<file path="src/rtl/counter_pkg.sv">
// Shared constants for the counter_nbit family: counting modes and the one-shot
// countdown state encoding.
package counter_pkg;

    localparam int unsigned MODE_WRAP    = 0;
    localparam int unsigned MODE_SAT     = 1;
    localparam int unsigned MODE_ONESHOT = 2;

    typedef enum logic [1:0] {
        StIdle = 2'd0,
        StRun  = 2'd1,
        StDone = 2'd2
    } os_state_e;

endpackage

</file>
<file path="src/rtl/counter_nbit_if.sv">
// Command/status bundle between a counter_nbit and whatever drives it.
interface counter_nbit_if #(
    parameter int unsigned WIDTH  = 8,
    parameter int unsigned STEP_W = 4
);
    logic              EN;
    logic              increase;
    logic              decrease;
    logic              parallel;
    logic [WIDTH-1:0]  load;
    logic [STEP_W-1:0] step;
    logic [WIDTH-1:0]  Q_OUT;
    logic              AT_MAX;
    logic              AT_MIN;
    logic              CARRY;
    logic              BORROW;
    logic              DONE;

    modport master (
        output EN, increase, decrease, parallel, load, step,
        input  Q_OUT, AT_MAX, AT_MIN, CARRY, BORROW, DONE
    );

    modport slave (
        input  EN, increase, decrease, parallel, load, step,
        output Q_OUT, AT_MAX, AT_MIN, CARRY, BORROW, DONE
    );
endinterface

</file>
<file path="src/rtl/counter_step_alu.sv">
// Combinational step arithmetic: one add or subtract of step against the count,
// with wrap or saturate at the 0..MAX_VAL bounds.
module counter_step_alu import counter_pkg::*; #(
    parameter int unsigned WIDTH   = 8,
    parameter int unsigned STEP_W  = 4,
    parameter int unsigned MAX_VAL = 255,
    parameter int unsigned MODE    = MODE_WRAP
) (
    input  logic [WIDTH-1:0]  q_i,
    input  logic [STEP_W-1:0] step_i,
    input  logic              dir_i,
    output logic [WIDTH-1:0]  next_q_o,
    output logic              over_o
);
    localparam logic [WIDTH:0] MaxExt   = (WIDTH+1)'(MAX_VAL);
    localparam logic [WIDTH:0] Modulus  = MaxExt + (WIDTH+1)'(1);
    // One-shot countdown saturates at 0, so only wrap mode wraps.
    localparam bit             Saturate = (MODE != MODE_WRAP);

    logic [WIDTH:0] q_ext;
    logic [WIDTH:0] step_ext;
    logic [WIDTH:0] sum;

    assign q_ext    = {1'b0, q_i};
    assign step_ext = (WIDTH+1)'(step_i);
    assign sum      = q_ext + step_ext;

    always_comb begin
        over_o = 1'b0;
        if (!dir_i) begin
            if (sum > MaxExt) begin
                over_o   = 1'b1;
                next_q_o = Saturate ? MaxExt[WIDTH-1:0] : WIDTH'(sum - Modulus);
            end else begin
                next_q_o = sum[WIDTH-1:0];
            end
        end else begin
            if (step_ext > q_ext) begin
                over_o   = 1'b1;
                next_q_o = Saturate ? '0 : WIDTH'(q_ext + Modulus - step_ext);
            end else begin
                next_q_o = WIDTH'(q_ext - step_ext);
            end
        end
    end
endmodule

</file>
<file path="src/rtl/counter_nbit.sv">
// Parametrised up/down/load counter with wrap, saturate or one-shot countdown
// behaviour and registered carry/borrow/done pulses.
module counter_nbit import counter_pkg::*; #(
    parameter int unsigned WIDTH   = 8,
    parameter int unsigned MAX_VAL = (1 << WIDTH) - 1,
    parameter int unsigned MODE    = MODE_WRAP,
    parameter int unsigned STEP_W  = 4
) (
    input logic           CLK,
    input logic           CLR_N,
    counter_nbit_if.slave bus
);
    if (WIDTH < 2) begin : g_bad_width
        $error("counter_nbit: WIDTH must be at least 2");
    end
    if (MAX_VAL == 0 || longint'(MAX_VAL) >= (longint'(1) << WIDTH)) begin : g_bad_max
        $error("counter_nbit: MAX_VAL must be in 1..2**WIDTH-1");
    end
    if (MODE > MODE_ONESHOT) begin : g_bad_mode
        $error("counter_nbit: unknown MODE");
    end

    localparam logic [WIDTH-1:0] MaxQ = WIDTH'(MAX_VAL);

    logic [WIDTH-1:0] q_q;
    logic [WIDTH-1:0] load_clamped;
    logic [WIDTH-1:0] alu_q;
    logic             alu_over;
    logic             carry_q;
    logic             borrow_q;
    logic             done_q;

    assign load_clamped = (bus.load > MaxQ) ? MaxQ : bus.load;

    // Direction only matters when exactly one of increase/decrease is set.
    counter_step_alu #(
        .WIDTH   (WIDTH),
        .STEP_W  (STEP_W),
        .MAX_VAL (MAX_VAL),
        .MODE    (MODE)
    ) u_alu (
        .q_i      (q_q),
        .step_i   (bus.step),
        .dir_i    (bus.decrease),
        .next_q_o (alu_q),
        .over_o   (alu_over)
    );

    if (MODE == MODE_ONESHOT) begin : g_oneshot
        os_state_e state_q;

        always_ff @(posedge CLK) begin
            carry_q  <= 1'b0;
            borrow_q <= 1'b0;
            if (!CLR_N) begin
                state_q <= StIdle;
                q_q     <= '0;
                done_q  <= 1'b0;
            end else begin
                done_q <= 1'b0;
                if (bus.parallel) begin
                    q_q <= load_clamped;
                    if (load_clamped == '0) begin
                        state_q <= StDone;
                        done_q  <= 1'b1;
                    end else begin
                        state_q <= StRun;
                    end
                end else begin
                    case (state_q)
                        StRun: begin
                            if (bus.EN && bus.decrease && !bus.increase) begin
                                q_q <= alu_q;
                                if (alu_q == '0 || alu_over) begin
                                    state_q <= StDone;
                                    done_q  <= 1'b1;
                                end
                            end
                        end
                        default: state_q <= StIdle;
                    endcase
                end
            end
        end
    end else begin : g_count
        logic [WIDTH-1:0] q_d;
        logic             carry_d;
        logic             borrow_d;

        always_comb begin
            q_d      = q_q;
            carry_d  = 1'b0;
            borrow_d = 1'b0;
            if (bus.parallel) begin
                q_d = load_clamped;
            end else if (bus.EN && bus.increase && !bus.decrease) begin
                q_d     = alu_q;
                carry_d = alu_over;
            end else if (bus.EN && bus.decrease && !bus.increase) begin
                q_d      = alu_q;
                borrow_d = alu_over;
            end
        end

        always_ff @(posedge CLK) begin
            done_q <= 1'b0;
            if (!CLR_N) begin
                q_q      <= '0;
                carry_q  <= 1'b0;
                borrow_q <= 1'b0;
            end else begin
                q_q      <= q_d;
                carry_q  <= carry_d;
                borrow_q <= borrow_d;
            end
        end
    end

    assign bus.Q_OUT  = q_q;
    assign bus.AT_MAX = (q_q == MaxQ);
    assign bus.AT_MIN = (q_q == '0);
    assign bus.CARRY  = carry_q;
    assign bus.BORROW = borrow_q;
    assign bus.DONE   = done_q;
endmodule

</file>
<file path="src/flat_wrapper.sv">
// flat-port wrapper written by rule: the top's interface ports become plain ports
module counter_nbit_flat import counter_pkg::*;
#(
    parameter int unsigned WIDTH   = 8,
    parameter int unsigned MAX_VAL = (1 << WIDTH) - 1,
    parameter int unsigned MODE    = MODE_WRAP,
    parameter int unsigned STEP_W  = 4
)
  (CLK, CLR_N, bus_EN, bus_increase, bus_decrease, bus_parallel, bus_load, bus_step, bus_Q_OUT, bus_AT_MAX, bus_AT_MIN, bus_CARRY, bus_BORROW, bus_DONE);
  counter_nbit_if #(.WIDTH(WIDTH), .STEP_W(STEP_W)) bus_i ();
  input logic CLK;
  input logic CLR_N;
  input wire logic [$bits(bus_i.EN)-1:0] bus_EN;
  input wire logic [$bits(bus_i.increase)-1:0] bus_increase;
  input wire logic [$bits(bus_i.decrease)-1:0] bus_decrease;
  input wire logic [$bits(bus_i.parallel)-1:0] bus_parallel;
  input wire logic [$bits(bus_i.load)-1:0] bus_load;
  input wire logic [$bits(bus_i.step)-1:0] bus_step;
  output wire logic [$bits(bus_i.Q_OUT)-1:0] bus_Q_OUT;
  output wire logic [$bits(bus_i.AT_MAX)-1:0] bus_AT_MAX;
  output wire logic [$bits(bus_i.AT_MIN)-1:0] bus_AT_MIN;
  output wire logic [$bits(bus_i.CARRY)-1:0] bus_CARRY;
  output wire logic [$bits(bus_i.BORROW)-1:0] bus_BORROW;
  output wire logic [$bits(bus_i.DONE)-1:0] bus_DONE;
  assign bus_i.EN = bus_EN;
  assign bus_i.increase = bus_increase;
  assign bus_i.decrease = bus_decrease;
  assign bus_i.parallel = bus_parallel;
  assign bus_i.load = bus_load;
  assign bus_i.step = bus_step;
  assign bus_Q_OUT = bus_i.Q_OUT;
  assign bus_AT_MAX = bus_i.AT_MAX;
  assign bus_AT_MIN = bus_i.AT_MIN;
  assign bus_CARRY = bus_i.CARRY;
  assign bus_BORROW = bus_i.BORROW;
  assign bus_DONE = bus_i.DONE;
  counter_nbit #(.WIDTH(WIDTH), .MAX_VAL(MAX_VAL), .MODE(MODE), .STEP_W(STEP_W)) u_core (.CLK(CLK), .CLR_N(CLR_N), .bus(bus_i));
endmodule
</file>
<file path="config.mk">
export PLATFORM = sky130hd
export DESIGN_NAME = counter_nbit_flat
export DESIGN_NICKNAME = d
export VERILOG_FILES = /design/src/rtl/counter_pkg.sv /design/src/rtl/counter_nbit_if.sv /design/src/rtl/counter_step_alu.sv /design/src/rtl/counter_nbit.sv /design/src/flat_wrapper.sv
export SDC_FILE = /design/constraint.sdc
export NUM_CORES = 1
export LEC_CHECK = 0
export CAP_MARGIN = 20
export CORE_MARGIN = 8
export CORE_UTILIZATION = 49
export CTS_CLUSTER_DIAMETER = 100
export DETAILED_ROUTE_END_ITERATION = 12
export PLACE_DENSITY = 0.9
export SLEW_MARGIN = 10
export SYNTH_ARGS = -nofsm -noshare
export SYNTH_HDL_FRONTEND = slang
export SYNTH_HIERARCHICAL = 1
export SYNTH_SLANG_ARGS = --single-unit
</file>
<file path="constraint.sdc">
create_clock -name CLK -period 6.3 [get_ports CLK]
set_input_delay 1.89 -clock CLK [delete_from_list [all_inputs] [get_ports CLK]]
set_output_delay 1.89 -clock CLK [all_outputs]
set_load 0.1 [all_outputs]
</file>
# After elaboration in Yosys (flattened, before gate mapping)
# Cells that the tools add are included.
[classes] add_sub_neg=5 n_lt_le_gt_ge=3 n_eq_ne=1 mux=10 bitwise=3 reduce_logical=10
[op_table] operator="2-to-1 mux 8 bit" count=7
[op_table] operator="subtractor 8 x 4 -> 8 bit" count=2
[op_table] operator="adder 8 x 4 -> 9 bit" count=1
[op_table] operator="> comparator 9 x 8 -> 1 bit (second input constant)" count=1
[op_table] operator="adder 8 x 1 -> 8 bit (second input constant)" count=1
[op_table] operator="equality test 8 bit (second input constant)" count=1
[op_table] operator="> comparator 4 x 8 -> 1 bit" count=1
[op_table] operator="> comparator 8 bit (second input constant)" count=1
[op_table] operator="zero test 8 bit" count=1
[op_table] operator="subtractor 8 x 1 -> 8 bit (second input constant)" count=1
[op_table] operator="logical AND 1 bit" count=4
[op_table] operator="OR reduction 4 bit" count=1
[op_table] operator="2-to-1 mux 1 bit" count=3
[op_table] operator="NOT 1 bit" count=3
[op_table] operator="nonzero test 3 bit" count=1
[op_table] operator="OR reduction 3 bit" count=1
[op_table] operator="zero test 1 bit" count=2
[word_totals] register_bits=10 out_inout_bits=13

# Depth between registers and ports, before layout
# Gate-level depths: netlist of run 1.
[logic_depth] word_depth=7 ltp_mapped=10

# By module
# The synthesis of run 1 kept the hierarchy.
[modules_own_cells] module="counter_nbit" n_inst=1 cells_each=50 area_each_um2=481.7
[modules_own_cells] module="counter_step_alu" n_inst=1 cells_each=59 area_each_um2=454.2

# Worst setup path before layout of run 1
# No wires, ideal clock.
[synth_timing] path_kind="register to output" start="reg u_core.q_q[1] (netlist: u_core/bus.Q_OUT[1])" end="out bus_AT_MIN" arrival_time_ns=2.599 required_time_ns=4.410 slack_ns=1.811 stages_incl_launch_ff=3 path_buffers=0 cell_sequence="dfxtp_1 or4_1 nor2_1"
[synth_between] elab_chain_len=1
[synth_rtl] element="start, declared" line="counter_nbit.sv:25" source="logic [WIDTH-1:0] q_q;"
[synth_rtl] element="start signal, assigned" line="counter_nbit.sv:112" source="q_q <= q_d;"
[synth_rtl] element="zero test 8 bit" line="counter_nbit.sv:121" source="assign bus.AT_MIN = (q_q == '0);"
[synth_rtl] element="end, declared" line="flat_wrapper.sv:21" source="output wire logic [$bits(bus_i.AT_MIN)-1:0] bus_AT_MIN;"
# Every way passes these cells.

# Final worst setup path of run 1
[layout_timing] start="reg u_core.q_q[4] (netlist: u_core/bus.Q_OUT[4])" end="out bus_AT_MIN"
# Same word-level chain as after synthesis.

==> reports/metrics.cfg, run 1 <==
[routing]
first_iter_violations=22
ant_nets=0
vias=916
first_pass_iters=4
finalWirelength_um=2520
vias_per_cell=5.55
drc=0
post_drt_wl_per_cell_um=15.3

[logic_synthesis]
synth_area_sq_um=936
ys_seq_area_share_pct=21.4
ys.flop_type=dfxtp_1
synth_cell_types=35
synthCells=109
synthesis.nets=137
synth_edf_count=0
synthArstFlopShare_pct=0
syn_area_per_cell_sq_um=8.59
ys_seq_elements=10
synth_warnings=6

[global_route]
grt_remaining_overflow=0
grtUsageTotal_pct=14.1
grt_pass1_wl_um=3930
first_global_vias=867
antenna_found_initial=0
grt_max_degree=14

[sta]
fin_setup_tns_ns=0
fmax_mhz=229
post-route-period-util_pct=69.3
setup-violations-final=0
hold_viol_final=0
fin_crit_ns=4.37
final_max_slew_viol_count=0
maxSlewHeadroom_pct=34.5
finalClockSkew_ns=0.00388
rsz0062_at_grt=no
worst_slew_pin_slew_ns=0.979
fin_hold_ws_ns=0.647

[place]
port_buffers=29
gp_congestion=0.864
dp_hpwl_um=1970
placed_area_sq_um=1240

[min_path]
worstHoldPathCells=1
hold_path_class=reg2reg

[clock_tree]
cts_tree=yes
clk_path_buf_depth=2
cts-root-buf=clkbuf_4
post_cts_buffers=0
cts.clk_slew.worst_paths_ns=0.07
postCtsHoldBufs=0
clock_sinks=10
cts_buffers=3
post_cts_resized=0
insertion_delay_ns=0.27
htreeDepth=1

[worst_setup_path]
crit_start=u_core/bus.Q_OUT[4]$_SDFFE_PN0P_
critPathRequiredTime_ns=4.41
crit_family=buffers and inverters
start_kind=flop
endpoint=bus_AT_MIN
path_depth=3
worstReg2RegStart=u_core/bus.Q_OUT[0]$_SDFFE_PN0P_
critPathArrivalTime_ns=2.48
criticalPathCategory=reg2out
critPathCaptureType=output port
worst-path-buf-inv=1
crit_path_max_incr_delay_ns=1.14
rr_endpoint=u_core/bus.BORROW$_SDFF_PP0_
slowest_stage=clkdlybuf4s50_1
rrSetupSlack_ns=3.99
crit_fanout=8
cp_cell_sequence=or4_1, nor2_1, clkdlybuf4s50_1
reg2reg_depth=10

[power_and_ir_drop]
ir_drop_v=0.000132
p_leak_uw=0.000544
power_density_nw_per_um2=196

[run]
cap_violations=0

[die]
die_w_um=59.7
core_sq_um=1880
die_h_um=59.7
ioPinCount=31
die-area_sq_um=3560
fp-row-count=16
start_util_pct=49.7

[layout]
seq_area_sq_um=200
multi_input_area_sq_um=654
fin_nets=168
diodes=0
fillers=163
drive_gt1_share_pct=12.3
areaGrowthSynthToFinish_pct=35.2
fin_area_sq_um=1260

[outcome]
status=finished, final reports clean

## registers in the layout, summed over array words and instances, names as in the netlist
| name | flops |
|---|---|
| u_core/bus.Q_OUT | 8 |
| u_core/bus.BORROW | 1 |
| u_core/bus.CARRY | 1 |
## worst min path at each step
stage                                       endpoint  slack [ns]                             start
finish              u_core/bus.Q_OUT[3]$_SDFFE_PN0P_        0.65  u_core/bus.Q_OUT[3]$_SDFFE_PN0P_
global route        u_core/bus.Q_OUT[0]$_SDFFE_PN0P_        0.66  u_core/bus.Q_OUT[0]$_SDFFE_PN0P_
CTS                 u_core/bus.Q_OUT[3]$_SDFFE_PN0P_        0.64  u_core/bus.Q_OUT[3]$_SDFFE_PN0P_
detailed placement  u_core/bus.Q_OUT[3]$_SDFFE_PN0P_        0.63  u_core/bus.Q_OUT[3]$_SDFFE_PN0P_
global placement    u_core/bus.Q_OUT[3]$_SDFFE_PN0P_        0.63  u_core/bus.Q_OUT[3]$_SDFFE_PN0P_
floorplan           u_core/bus.Q_OUT[0]$_SDFFE_PN0P_        1.10  u_core/bus.Q_OUT[0]$_SDFFE_PN0P_
## worst reg2reg max path: stages (launching register included)
cell and delay (ns):
dfxtp_1 0.37, inv_1 0.08, ha_1 0.18, fa_1 0.25, nor2b_4 0.05, o21ai_2 0.11, or4b_1 0.48, or3_1 0.34
o21ai_2 0.07, nand3_1 0.11, nor3b_1 0.20
## placed cells by master (no fill, tap or decap), drive strengths merged, types with 2 or more instances in the layout
cell           synthesis  routed
a21boi                 8       8
a21oi                  6       6
clkbuf                 0       3
clkdlybuf4s50          0      29
dfxtp                 10      10
fa                     2       2
ha                     8       8
inv                   17      17
mux2i                  2       2
nand2                  3       3
nand2b                 3       3
nand3b                 2       2
nand4                  2       2
nor2                   2       2
nor2b                  4       4
nor3                   2       2
nor3b                  3       3
o211ai                 2       2
o21ai                  4       4
o221a                  8       8
or4                    2       2
xnor2                  4       4
xor2                   3       3
## where the power goes
group	total (uW)	switching [uW]	internal [uW]	leakage, uW
sequential	78.1	9.99	68.1	0.0000828
clock	46.1	24.0	22.1	0.0000138
combinational	124	77.1	46.5	0.000448
total	248	111	137	0.000544
## cell type report
type / instances / area share (%)
inverter: 17 / 5.04
tap: 27 / 2.67
clock buffer: 3 / 1.78
sequential: 10 / 15.8
timing repair buffer: 29 / 22.9
multi-input combinational: 79 / 51.7
## cells in the mapped netlist (3+ instances only)
cell type / count / area, sq um
nand2b_1: 3 / 18.8
nor3b_1: 3 / 22.5
xnor2_1: 4 / 35.0
a21boi_0: 8 / 60.1
inv_1: 17 / 63.8
dfxtp_1: 10 / 200
a21oi_1: 6 / 30.0
ha_1: 8 / 100
nor2b_1: 3 / 18.8
xor2_1: 3 / 26.3
o221a_2: 8 / 90.1
## stage by stage
stage	utilization [%]	std cells	setup WS (ns)	power, uW
5_1_grt	67.2	165	1.84	258
3_3_place_gp	66.0	162	2.09	200
4_1_cts	67.2	165	1.93	247
2_1_floorplan	-	109	1.81	168
3_5_place_dp	66.0	162	2.04	202
6_report	67.2	165	1.93	248
## logic make-up after synthesis
| family | synth area share, % |
|---|---|
| AOI/OAI and AO/OA | 26.5 |
| and+or+nand+nor | 19.4 |
| buffers and inverters | 8.69 |
| adders and majority gates | 15.0 |
| DFF | 21.4 |
| xor gates and xnor gates | 6.55 |
| muxes | 2.14 |
| other | 0.401 |
## metal layers
metal	GRT usage [%]	share of wire, %
met1	16.7	44
met2	23.7	50
met3	1.72	4.4
met4	8.16	1.5
met5	0	0
Power figures use the tool's default switching activity.
==> run 2, diff against run 1 <==
--- a/config.mk
+++ b/config.mk
@@ -7,10 +7,10 @@
 export LEC_CHECK = 0
 export CAP_MARGIN = 20
 export CORE_MARGIN = 8
-export CORE_UTILIZATION = 49
+export CORE_UTILIZATION = 41
 export CTS_CLUSTER_DIAMETER = 100
 export DETAILED_ROUTE_END_ITERATION = 12
-export PLACE_DENSITY = 0.9
+export PLACE_DENSITY = 0.81
 export SLEW_MARGIN = 10
 export SYNTH_ARGS = -nofsm -noshare
 export SYNTH_HDL_FRONTEND = slang
==> constraint.sdc (replaced) <==
create_clock -name CLK -period 3.55 [get_ports CLK]
set_input_delay 1.065 -clock CLK [delete_from_list [all_inputs] [get_ports CLK]]
set_output_delay 1.065 -clock CLK [all_outputs]
set_load 0.1 [all_outputs]
==> run 2 against run 1 <==
Against the previous run:
- hold slack better by 0.0073 ns
- cell count up 1.8%
- first-iteration DRC count up 50%
==> reports/metrics.cfg, run 2 (synthesized netlist as in run 1, its figures left out) <==
[clock_tree]
clock_sinks=10  ; unchanged
insertion_delay_ns=0.27  ; about the same
post_cts_resized=0  ; unchanged
cts.clk_slew.worst_paths_ns=0.06  ; was 0.07 ns
cts_buffers=3  ; unchanged
htreeDepth=1  ; unchanged
cts-root-buf=clkbuf_4  ; unchanged
postCtsHoldBufs=0  ; unchanged
clk_path_buf_depth=2  ; unchanged
post_cts_buffers=0  ; unchanged
cts_tree=yes  ; unchanged

[layout]
layout_common_cells=clkdlybuf4s50_1 (17), inv_1 (17), buf_4 (13), dfxtp_1 (10)  ; was clkdlybuf4s50_1 (29), inv_1 (17), dfxtp_1 (10)
fillers=204  ; was 163
largest_register_ffs=8  ; unchanged
areaGrowthSynthToFinish_pct=34.9  ; was 35.2%
drive_gt1_share_pct=23.6  ; was 12.3%
fin_nets=169  ; was 168
seq_area_sq_um=200  ; unchanged
multi_input_area_sq_um=659  ; was 654 sq um
diodes=0  ; unchanged

[worst_setup_path]
reg2reg_depth=10  ; unchanged
cpMostUsedCell=o21ai_2
crit_path_max_incr_delay_ns=0.48  ; was 1.14 ns
worstReg2RegStart=u_core/bus.Q_OUT[0]$_SDFFE_PN0P_  ; unchanged
critPathCaptureType=flop  ; was output port
crit_fanout=5  ; was 8
critPathRequiredTime_ns=3.73  ; was 4.41 ns
critPathArrivalTime_ns=3.38  ; was 2.48 ns
crit_family=simple AND/OR/NAND/NOR gates  ; was buffers and inverters
criticalPathCategory=in2reg  ; was reg2out
worst-path-buf-inv=2  ; was 1
slowest_stage=clkdlybuf4s50_1  ; unchanged
path_depth=10  ; was 3
crit_start=bus_step[2]  ; was u_core/bus.Q_OUT[4]$_SDFFE_PN0P_
start_kind=input port  ; was flop
cp_cell_sequence=clkdlybuf4s50_1, inv_1, ha_1, nor2b_4, o21ai_2, or4b_1, or3_1, o21ai_2, nand3_1, nor3b_1  ; was or4_1, nor2_1, clkdlybuf4s50_1

[routing]
finalWirelength_um=2440  ; was 2520 um
first_iter_violations=33  ; was 22
post_drt_wl_per_cell_um=14.5  ; was 15.3 um
vias=914  ; was 916
vias_per_cell=5.44  ; was 5.55
ant_nets=0  ; unchanged
first_pass_iters=4  ; unchanged
drc=0  ; unchanged

[power_and_ir_drop]
combPwrFrac_pct=47.1  ; was 49.9%
p_clk_share_pct=22.7  ; was 18.6%
ir_drop_v=0.000256  ; was 0.000132 V
p_leak_uw=0.000576  ; was 0.000544 uW
power_density_nw_per_um2=365  ; was 196 nW/um^2
total_power_uw=461  ; was 248 uW
seqPwrFrac_pct=30.2  ; was 31.5%
p_int_uw=264  ; was 137 uW
switchingPower_uw=197  ; was 111 uW
switching_share_pct=42.8  ; was 44.8%

[sta]
post-route-period-util_pct=90.0
fin_setup_tns_ns=0  ; unchanged
fin_crit_ns=3.20
setup-violations-final=0  ; unchanged
final_max_slew_viol_count=0  ; unchanged
hold_viol_final=0  ; unchanged
rsz0062_at_grt=no  ; unchanged
fmax_mhz=313
finalClockSkew_ns=0.00499  ; was 0.00388 ns

[die]
fp-row-count=17  ; was 16
core_sq_um=2190  ; was 1880 sq um
start_util_pct=42.7  ; was 49.7%
ioPinCount=31  ; unchanged
die_h_um=63.8  ; was 59.7 um
die-area_sq_um=4070  ; was 3560 sq um
die_w_um=63.8  ; was 59.7 um

[place]
port_buffers=29  ; unchanged
dp_hpwl_um=2070  ; was 1970 um
gp_congestion=0.981  ; was 0.864

[run]
cap_violations=0  ; unchanged

[global_route]
grtUsageTotal_pct=11.9  ; was 14.1%
first_global_vias=920  ; was 867
grt_pass1_wl_um=4030  ; was 3930 um
grt_max_degree=13  ; was 14
antenna_found_initial=0  ; unchanged
grt_remaining_overflow=0  ; unchanged

[outcome]
status=finished, final reports clean  ; unchanged

[min_path]
worstHoldPathCells=1  ; unchanged
min_from=u_core/bus.Q_OUT[0]$_SDFFE_PN0P_  ; was u_core/bus.Q_OUT[3]$_SDFFE_PN0P_
hold_path_class=reg2reg  ; unchanged

## run 2: changes by cell type in the layout (fill, tap and decap cells not counted)
cell	delta
clkdlybuf4s50_1	-12
clkbuf_8	+1
nor2_1	-2
buf_4	+13
nor2_2	+2
## run 2: per-stage QoR
step | cells | instance area, sq um | setup slack, ns | hold slack, ns | utilization, %
floorplan | 109 | 941 | 0.325 | 1.10 | -
global placement | 164 | 1230 | 0.164 | 0.641 | 56.0
detailed placement | 164 | 1230 | 0.0756 | 0.653 | 56.0
CTS | 168 | 1260 | 0.371 | 0.653 | 57.6
global route | 168 | 1260 | 0.209 | 0.679 | 57.6
finish | 168 | 1260 | 0.354 | 0.654 | 57.6
## run 2: area by class of cell
| class | instances | area share (%) |
|---|---|---|
| clock buffers | 4 | 2.87 |
| repair buffers | 30 | 21.2 |
| well taps | 28 | 2.78 |
| multi-input cells | 79 | 52.2 |
| flip-flops and latches | 10 | 15.9 |
| inverters | 17 | 5.05 |
## run 2: worst paths after layout
path	to	slack (ns)
worst max-delay path	u_core/bus.BORROW$_SDFF_PP0_	0.35
worst min-delay path	u_core/bus.Q_OUT[0]$_SDFFE_PN0P_	0.65
worst max register to register	u_core/bus.BORROW$_SDFF_PP0_	1.22
worst min register to register	u_core/bus.Q_OUT[0]$_SDFFE_PN0P_	0.65
## run 2: layer usage
| metal | vias up | global-route usage (%) | share of wire [%] | routed length, um |
|---|---|---|---|---|
| met1 | 429 | 13.9 | 44 | 1070 |
| met5 | - | 0 | 0 | 0 |
| met4 | 0 | 3.34 | 0.94 | 23 |
| met3 | 2 | 4.01 | 7.2 | 175 |
| met2 | 31 | 20.4 | 48 | 1170 |
| li1 | 452 | - | - | - |
## run 2: power groups by stage
stage / sequential, uW / combinational [uW] / clock [uW]
after floorplan: 198 / 101 / 0
after global placement: 141 / 212 / 0
after detailed placement: 142 / 217 / 0
after CTS: 139 / 217 / 108
after global routing: 141 / 231 / 110
final: 139 / 217 / 105
## run 2: worst register-to-register path, cell delays in order, from the launching register on
cell and delay [ns]:
dfxtp_1 0.37, inv_1 0.08, ha_1 0.17, fa_1 0.25
nor2b_4 0.05, o21ai_2 0.12, or4b_1 0.47, or3_1 0.34
o21ai_2 0.06, nand3_1 0.10, nor3b_1 0.23
